==> config.mk <==
export PLATFORM = sky130hd
export DESIGN_NAME = bus_write_sequencer_flat
export DESIGN_NICKNAME = d
export VERILOG_FILES = /design/src/rtl/bus_write_sequencer_if.sv /design/src/rtl/bus_write_sequencer.sv /design/src/flat_wrapper.sv
export SDC_FILE = /design/constraint.sdc
export NUM_CORES = 1
export LEC_CHECK = 0
export ABC_AREA = 0
export CAP_MARGIN = 15
export CELL_PAD_IN_SITES_DETAIL_PLACEMENT = 0
export CELL_PAD_IN_SITES_GLOBAL_PLACEMENT = 2
export CORE_MARGIN = 8
export CORE_UTILIZATION = 32
export CTS_CLUSTER_DIAMETER = 100
export DETAILED_ROUTE_END_ITERATION = 8
export PLACE_DENSITY_LB_ADDON = 0.25
export REMOVE_ABC_BUFFERS = 1
export SLEW_MARGIN = 20
export SYNTH_ARGS = -nofsm -noshare
export SYNTH_HDL_FRONTEND = slang
export SYNTH_SLANG_ARGS = --single-unit
export TNS_END_PERCENT = 10
==> constraint.sdc <==
create_clock -name clk -period 3.4 [get_ports clk]
set_input_delay 0.51 -clock clk [delete_from_list [all_inputs] [get_ports clk]]
set_output_delay 0.51 -clock clk [all_outputs]
set_load 0.005 [all_outputs]
==> src/rtl/bus_write_sequencer_if.sv <==
// Handshake and buffer-control signals between upstream logic, the bus arbiter,
// the octal tri-state buffer and the write sequencer.
interface bus_write_sequencer_if;
    logic       req_valid;
    logic [7:0] req_data;
    logic       req_ready;
    logic       bus_grant;
    logic [7:0] buf_d;
    logic       buf_en_n;
    logic       buf_oe_n;
    logic       busy;
    logic       done;
    logic       abort;

    // master: the sequencer itself, which owns the buffer controls
    modport master (
        input  req_valid, req_data, bus_grant,
        output req_ready, buf_d, buf_en_n, buf_oe_n, busy, done, abort
    );

    // slave: the surrounding system (upstream producer, arbiter, buffer)
    modport slave (
        output req_valid, req_data, bus_grant,
        input  req_ready, buf_d, buf_en_n, buf_oe_n, busy, done, abort
    );
endinterface

==> src/rtl/bus_write_sequencer.sv <==
// Writes one byte onto the shared bus through an octal tri-state buffer:
// accept, grant-qualified setup, drive, turnaround, then a done/abort pulse.
module bus_write_sequencer #(
    parameter int unsigned SETUP_CYC = 1,
    parameter int unsigned HOLD_CYC  = 2,
    parameter int unsigned TURN_CYC  = 1
) (
    input  logic                  clk,
    input  logic                  reset,
    bus_write_sequencer_if.master bus
);

    typedef enum logic [2:0] {
        IDLE    = 3'd0,
        SETUP   = 3'd1,
        DRIVE   = 3'd2,
        RELEASE = 3'd3,
        DONE    = 3'd4
    } state_t;

    localparam logic [3:0] SETUP_LD = 4'(SETUP_CYC - 1);
    localparam logic [3:0] HOLD_LD  = 4'(HOLD_CYC - 1);
    localparam logic [3:0] TURN_LD  = 4'(TURN_CYC - 1);

    state_t     state_q;
    logic [3:0] cnt_q;
    logic [7:0] data_q;
    logic       en_n_q;
    logic       done_q;
    logic       abort_q;
    logic       abort_flag_q;

    // NOTE: the buffer enable is its own flop, set on the same edge as the state
    // transition, so bus_grant never reaches buf_en_n/buf_oe_n combinationally.
    always_ff @(posedge clk or posedge reset) begin
        if (reset) begin
            state_q      <= IDLE;
            cnt_q        <= 4'd0;
            data_q       <= 8'h00;
            en_n_q       <= 1'b1;
            done_q       <= 1'b0;
            abort_q      <= 1'b0;
            abort_flag_q <= 1'b0;
        end else begin
            done_q  <= 1'b0;
            abort_q <= 1'b0;
            case (state_q)
                IDLE: begin
                    if (bus.req_valid) begin
                        data_q  <= bus.req_data;
                        cnt_q   <= SETUP_LD;
                        state_q <= SETUP;
                    end
                end
                SETUP: begin
                    if (bus.bus_grant) begin
                        if (cnt_q == 4'd0) begin
                            cnt_q   <= HOLD_LD;
                            en_n_q  <= 1'b0;
                            state_q <= DRIVE;
                        end else begin
                            cnt_q <= cnt_q - 4'd1;
                        end
                    end
                end
                DRIVE: begin
                    // Grant loss wins over normal expiry so the abort is never missed.
                    if (!bus.bus_grant) begin
                        abort_flag_q <= 1'b1;
                        cnt_q        <= TURN_LD;
                        en_n_q       <= 1'b1;
                        state_q      <= RELEASE;
                    end else if (cnt_q == 4'd0) begin
                        cnt_q   <= TURN_LD;
                        en_n_q  <= 1'b1;
                        state_q <= RELEASE;
                    end else begin
                        cnt_q <= cnt_q - 4'd1;
                    end
                end
                RELEASE: begin
                    if (cnt_q == 4'd0) begin
                        done_q  <= 1'b1;
                        abort_q <= abort_flag_q;
                        state_q <= DONE;
                    end else begin
                        cnt_q <= cnt_q - 4'd1;
                    end
                end
                DONE: begin
                    abort_flag_q <= 1'b0;
                    cnt_q        <= 4'd0;
                    state_q      <= IDLE;
                end
                default: begin
                    en_n_q  <= 1'b1;
                    state_q <= IDLE;
                end
            endcase
        end
    end

    assign bus.req_ready = (state_q == IDLE);
    assign bus.busy      = (state_q != IDLE);
    assign bus.buf_d     = data_q;
    assign bus.buf_en_n  = en_n_q;
    assign bus.buf_oe_n  = en_n_q;
    assign bus.done      = done_q;
    assign bus.abort     = abort_q;

endmodule

==> src/flat_wrapper.sv <==
// flat-port wrapper written by rule: the top's interface ports become plain ports
module bus_write_sequencer_flat 
#(
    parameter int unsigned SETUP_CYC = 1,
    parameter int unsigned HOLD_CYC  = 2,
    parameter int unsigned TURN_CYC  = 1
)
  (clk, reset, bus_req_valid, bus_req_data, bus_bus_grant, bus_req_ready, bus_buf_d, bus_buf_en_n, bus_buf_oe_n, bus_busy, bus_done, bus_abort);
  bus_write_sequencer_if bus_i ();
  input  logic clk;
  input  logic reset;
  input wire logic [$bits(bus_i.req_valid)-1:0] bus_req_valid;
  input wire logic [$bits(bus_i.req_data)-1:0] bus_req_data;
  input wire logic [$bits(bus_i.bus_grant)-1:0] bus_bus_grant;
  output wire logic [$bits(bus_i.req_ready)-1:0] bus_req_ready;
  output wire logic [$bits(bus_i.buf_d)-1:0] bus_buf_d;
  output wire logic [$bits(bus_i.buf_en_n)-1:0] bus_buf_en_n;
  output wire logic [$bits(bus_i.buf_oe_n)-1:0] bus_buf_oe_n;
  output wire logic [$bits(bus_i.busy)-1:0] bus_busy;
  output wire logic [$bits(bus_i.done)-1:0] bus_done;
  output wire logic [$bits(bus_i.abort)-1:0] bus_abort;
  assign bus_i.req_valid = bus_req_valid;
  assign bus_i.req_data = bus_req_data;
  assign bus_i.bus_grant = bus_bus_grant;
  assign bus_req_ready = bus_i.req_ready;
  assign bus_buf_d = bus_i.buf_d;
  assign bus_buf_en_n = bus_i.buf_en_n;
  assign bus_buf_oe_n = bus_i.buf_oe_n;
  assign bus_busy = bus_i.busy;
  assign bus_done = bus_i.done;
  assign bus_abort = bus_i.abort;
  bus_write_sequencer #(.SETUP_CYC(SETUP_CYC), .HOLD_CYC(HOLD_CYC), .TURN_CYC(TURN_CYC)) u_core (.clk(clk), .reset(reset), .bus(bus_i));
endmodule
# Yosys cells after proc, flatten, opt, wreduce, memory -nomap -nowiden
# Index checks and enable logic that the tools add are counted.
[totals]
in_bits = 12
regBits = 19
[classes]
addsub = 1
eq_ne = 11
reduce_logical = 11
muxes = 25
bitwise_logic = 1
[ops]
columns = ["op", "count"]
rows = [
  ["two-way mux 4 bit", 6],
  ["one-hot mux 4 bit (5 select lines)", 1],
  ["two-way mux 3 bit", 6],
  ["one-hot mux 3 bit (4 select lines)", 1],
  ["two-way mux 1 bit", 9],
  ["inequality test 2 bit, second input constant", 4],
  ["AND reduction 4 bit", 2],
  ["== test 3 x 2 -> 1 bit, second input constant", 2],
  ["AND reduction 5 bit", 1],
  ["nonzero test 5 bit", 1],
  ["zero test 4 bit", 1],
  ["inequality test 2 x 1 -> 1 bit, second input constant", 2],
  ["AND reduction 2 bit", 2],
  ["subtractor 4 x 1 -> 4 bit, second input constant", 1],
  ["== test 3 x 1 -> 1 bit, second input constant", 1],
  ["== test 3 bit, second input constant", 1],
  ["zero test 3 bit", 1],
  ["inequality test 3 x 2 -> 1 bit, second input constant", 1],
  ["one-hot mux 1 bit (3 select lines)", 1],
  ["nonzero test 3 bit", 1],
  ["OR reduction 3 bit", 1],
  ["one-hot mux 1 bit (2 select lines)", 1],
  ["nonzero test 2 bit", 1],
  ["NOT 1 bit", 1],
]

# Depth between registers and ports, before layout
[logic_depth]
depth_word = 4
mapped_depth = 7
mapped_depth_nobuf = 6

# Worst setup path after synthesis
# No wires, ideal clock.
[synth_timing]
path_type = "register to register"
startpoint = "reg u_core.cnt_q[0]"
endpoint = "reg u_core.cnt_q[0]"
required_time_ps = 3335
path_slack_ps = 1659
t_arrival_ps = 1676
synth_period_minus_slack_ps = 1741
path_stages_with_launch = 8
cell_sequence = "dfrtp_1 -> inv_1 -> ha_1 -> or3b_1 -> clkbuf_2 -> or3_1 -> a31oi_1 -> a21o_1"
[synth_between]
elab_chain_cells = 4
elab_cells_between_ends = 10
[synth_rtl]
columns = ["item", "line", "source"]
rows = [
  ["from (decl)", "bus_write_sequencer.sv:26", "logic [3:0] cnt_q;"],
  ["from (signal assigned)", "bus_write_sequencer.sv:62", "cnt_q <= cnt_q - 4'd1;"],
  ["from (signal assigned)", "bus_write_sequencer.sv:78", "cnt_q <= cnt_q - 4'd1;"],
  ["from (signal assigned)", "bus_write_sequencer.sv:87", "cnt_q <= cnt_q - 4'd1;"],
  ["subtractor 4 x 1 -> 4 bit or zero test 4 bit (tied branches)", "-", ""],
  ["two-way mux 4 bit (on tied branches)", "bus_write_sequencer.sv:73, bus_write_sequencer.sv:57", ""],
  ["two-way mux 4 bit (on tied branches)", "bus_write_sequencer.sv:68, bus_write_sequencer.sv:56", ""],
  ["one-hot mux 4 bit (5 select lines)", "bus_write_sequencer.sv:47", "case (state_q)"],
]
# Several ways; a longest one is shown, not always the timed one. The select of a mux whose other input is x is not followed.
# A chain may end at the register's enable or synchronous reset.

# Final worst setup path
[layout_timing]
startpoint = "reg u_core.state_q[1]"
endpoint = "out bus_req_ready"
[layout_between]
elab_chain_cells = 1
[layout_rtl]
columns = ["item", "line", "source"]
rows = [
  ["from (decl)", "bus_write_sequencer.sv:25", "state_t state_q;"],
  ["from (signal assigned)", "bus_write_sequencer.sv:37", "state_q <= IDLE;"],
  ["from (signal assigned)", "bus_write_sequencer.sv:52", "state_q <= SETUP;"],
  ["from (signal assigned)", "bus_write_sequencer.sv:60", "state_q <= DRIVE;"],
  ["zero test 3 bit", "bus_write_sequencer.sv:103", "assign bus.req_ready = (state_q == IDLE);"],
  ["to (decl)", "flat_wrapper.sv:15", "output wire logic [$bits(bus_i.req_ready)-1:0] bus_req_ready;"],
]
# Every way passes these cells.

==> summary.txt <==
number of diodes - 0
die area - 0.005058 mm²
Comb power frac - 46.7%
CTS buffer count - 3
Vias - 729
Post-CTS Setup Bufs - 0
CTS tree - yes
Worst-Skew Late Latency - 0.29 ns
Final setup violation count - 0
DP HPWL - 1532 µm
DRC viols - 0
# rows - 20
Yosys reg bits - 19
# Max-Cap Violations - 0
Cell Area, Synth - 972.2 µm²
switching portion of total power - 33.87%
Reg2Reg Depth - 6
initial antenna violation count - 0
RSZ-0062 raised after global routing - no
WL/cell - 14.52 µm
required time worst endpoint - 2.89 ns
nets - 124
Int Power - 659.1 µW
Total GRT Usage - 8.814%
Leak - 0.0005109 µW
core box area - 0.002978 mm²
Final Slew Violations - 0
number of global-route vias before repair - 761
final std cells w/o fill - 142
CTS max path bufs - 2
H-tree depth - 1
CP Class - reg2out
Max VDD drop - 0.3538 mV
CP Max Fanout - 15
Placer Congestion - 0.7039
net switching power - 337.6 µW
final hold vios - 0
status - finished clean
final WL - 2062 µm
clock-pin slew on the worst setup and hold paths - 0.11 ns
PD cells - 812.9 mW/mm²
Worst setup EP type - output port
sequential area share after synthesis - 49.03%
first-pass GRT wire length - 3581 µm
Ports - 26
Gate Count Post-Synth - 87
Synth cell types - 37
Synth Warn # - 0
share of post-route cells with drive strength above 1 - 14.68%
number of cells on the worst hold path - 1
Die Width - 71.12 µm
worst min path class - reg2reg
Tcrit/Tclk final - 68.06%
sequential fraction of design power - 42.1%
Syn Area/Cell - 11.17 µm²
clock sinks - 19
setup TNS - 0 ns
routed vias/inst - 5.134
total gr overflow - 0
# placed instances - 138
largest net degree at the start of global routing - 20
Starting Density - 32.65%
Antenna Nets Post-Route - 0
minimum clock period - 2.314 ns
Root Buffer - clkbuf_4
Worst slew margin - 49.91%
Worst EP arrival - 1.80 ns
Slew @ Worst Pin - 0.7505 ns
clock network power share - 11.2%
starting DRC count in detailed routing - 25
Max Clock Freq - 432.1 MHz
Die H - 71.12 µm
CTS Hold Bufs - 0
Resized Gates After CTS - 0
Layout Skew - 0.006474 ns
Area Overhead vs Synth - 26.13%
drt pass-1 iters - 4
startpoint types - flop
# port buffers - 25
[cells in the mapped netlist, drive strengths merged]
library cell   n  share of area, %
nand2          5               1.9
o21ai          5               2.6
mux2           8               9.3
ha             2               2.6
a2111oi        1              0.90
nand4bb        1               1.2
a211o          1               1.0
nor4bb         1               1.0
nand3          2               1.0
nor3           2               1.0
o22a           1              0.90
a21o           2               1.5
a221oi         1              0.90
nor3b          1              0.77
o311ai         1              0.90
nor2b          3               1.9
maj3           1               1.0
nor2           1              0.39
or3            2               1.3
inv            6               2.3
a31oi          1              0.64
o31ai          1              0.77
buf            6               6.2
or4            1              0.90
a21oi          4               2.1
clkbuf         1              0.51
or2            2               1.3
dfstp          1               2.7
or3b           1              0.90
o32a           1               1.0
and2           2               1.3
dfrtp         18                46
o2111ai        1              0.90
[power groups by stage]
stage | clock, µW | combinational, µW | sequential [µW]
floorplan | 0 | 254 | 413
global route | 129 | 524 | 441
detailed placement | 0 | 476 | 426
global placement | 0 | 471 | 422
CTS | 122 | 477 | 421
finish | 111 | 466 | 419
[stage by stage]
stage | instance area, µm² | setup slack [ns] | hold WS (ns) | utilization (%) | power, µW
6_report | 1226 | 1.086 | 0.5152 | 41.18 | 996.7
4_1_cts | 1226 | 1.052 | 0.5212 | 41.18 | 1019
3_5_place_dp | 1199 | 1.275 | 0.4916 | 40.25 | 901.6
2_1_floorplan | 907.1 | 1.688 | 0.4604 | - | 666.4
3_3_place_gp | 1199 | 1.324 | 0.4832 | 40.25 | 893.6
5_1_grt | 1226 | 0.9158 | 0.5336 | 41.18 | 1094
[flip-flops by register name, indices dropped and copies added, names as in the netlist]
name and cells:
u_core.bus.buf_en_n 1, u_core.state_q 3, u_core.cnt_q 4, u_core.bus.abort 1, u_core.bus.done 1, u_core.abort_flag_q 1
u_core.bus.buf_d 8
[worst max-delay path, stage by stage (launching register included)]
cell and delay, ns:
dfrtp_1 0.55, nor3_1 0.39, clkdlybuf4s50_1 0.58
[final cells by class]
cell class / instances / area (µm²)
Fill cell: 299 / 1752
Sequential cell: 19 / 476.7
Multi-Input combinational cell: 55 / 407.9
Timing Repair Buffer: 25 / 250.2
Tap cell: 33 / 41.29
Clock buffer: 3 / 22.52
Inverter: 6 / 22.52
Clock inverter: 1 / 5.005
[worst paths after layout]
kind	from	end	slack, ns
max	u_core.state_q[1]	bus_req_ready	1.09
min	u_core.bus.buf_d[2]	u_core.bus.buf_d[2]	0.52
max reg2reg	u_core.cnt_q[0]	u_core.cnt_q[0]	1.51
min reg2reg	u_core.bus.buf_d[2]	u_core.bus.buf_d[2]	0.52
max in group asynchronous	reset	u_core.cnt_q[2]	2.29
min in group asynchronous	reset	u_core.bus.buf_d[1]	0.64
[metal layers]
| layer | track usage [%] | wire (µm) |
|---|---|---|
| met3 | 4.096 | 148 |
| met2 | 13.59 | 942 |
| met1 | 10.56 | 950 |
| met5 | 0 | 0 |
| met4 | 2.771 | 21 |
[layout by cell type (no fill, tap or decap), types with 3 or more instances in the layout]
cell	instances
clkdlybuf4s50_1	25
mux2_2	8
o21ai_0	5
nand2_1	5
nor2b_1	3
dfrtp_1	18
inv_1	6
a21oi_1	4
clkbuf_4	3
[logic make-up after synthesis]
family	share of synthesized area (%)
AO/OA/AOI/OAI	14.16
adder cells (fa/ha/maj)	3.603
buffers and inverters	9.009
flip-flops	49.04
multiplexers	9.267
AND/OR/NAND/NOR	14.93
Note: power is estimated with default switching activity, not from simulation.
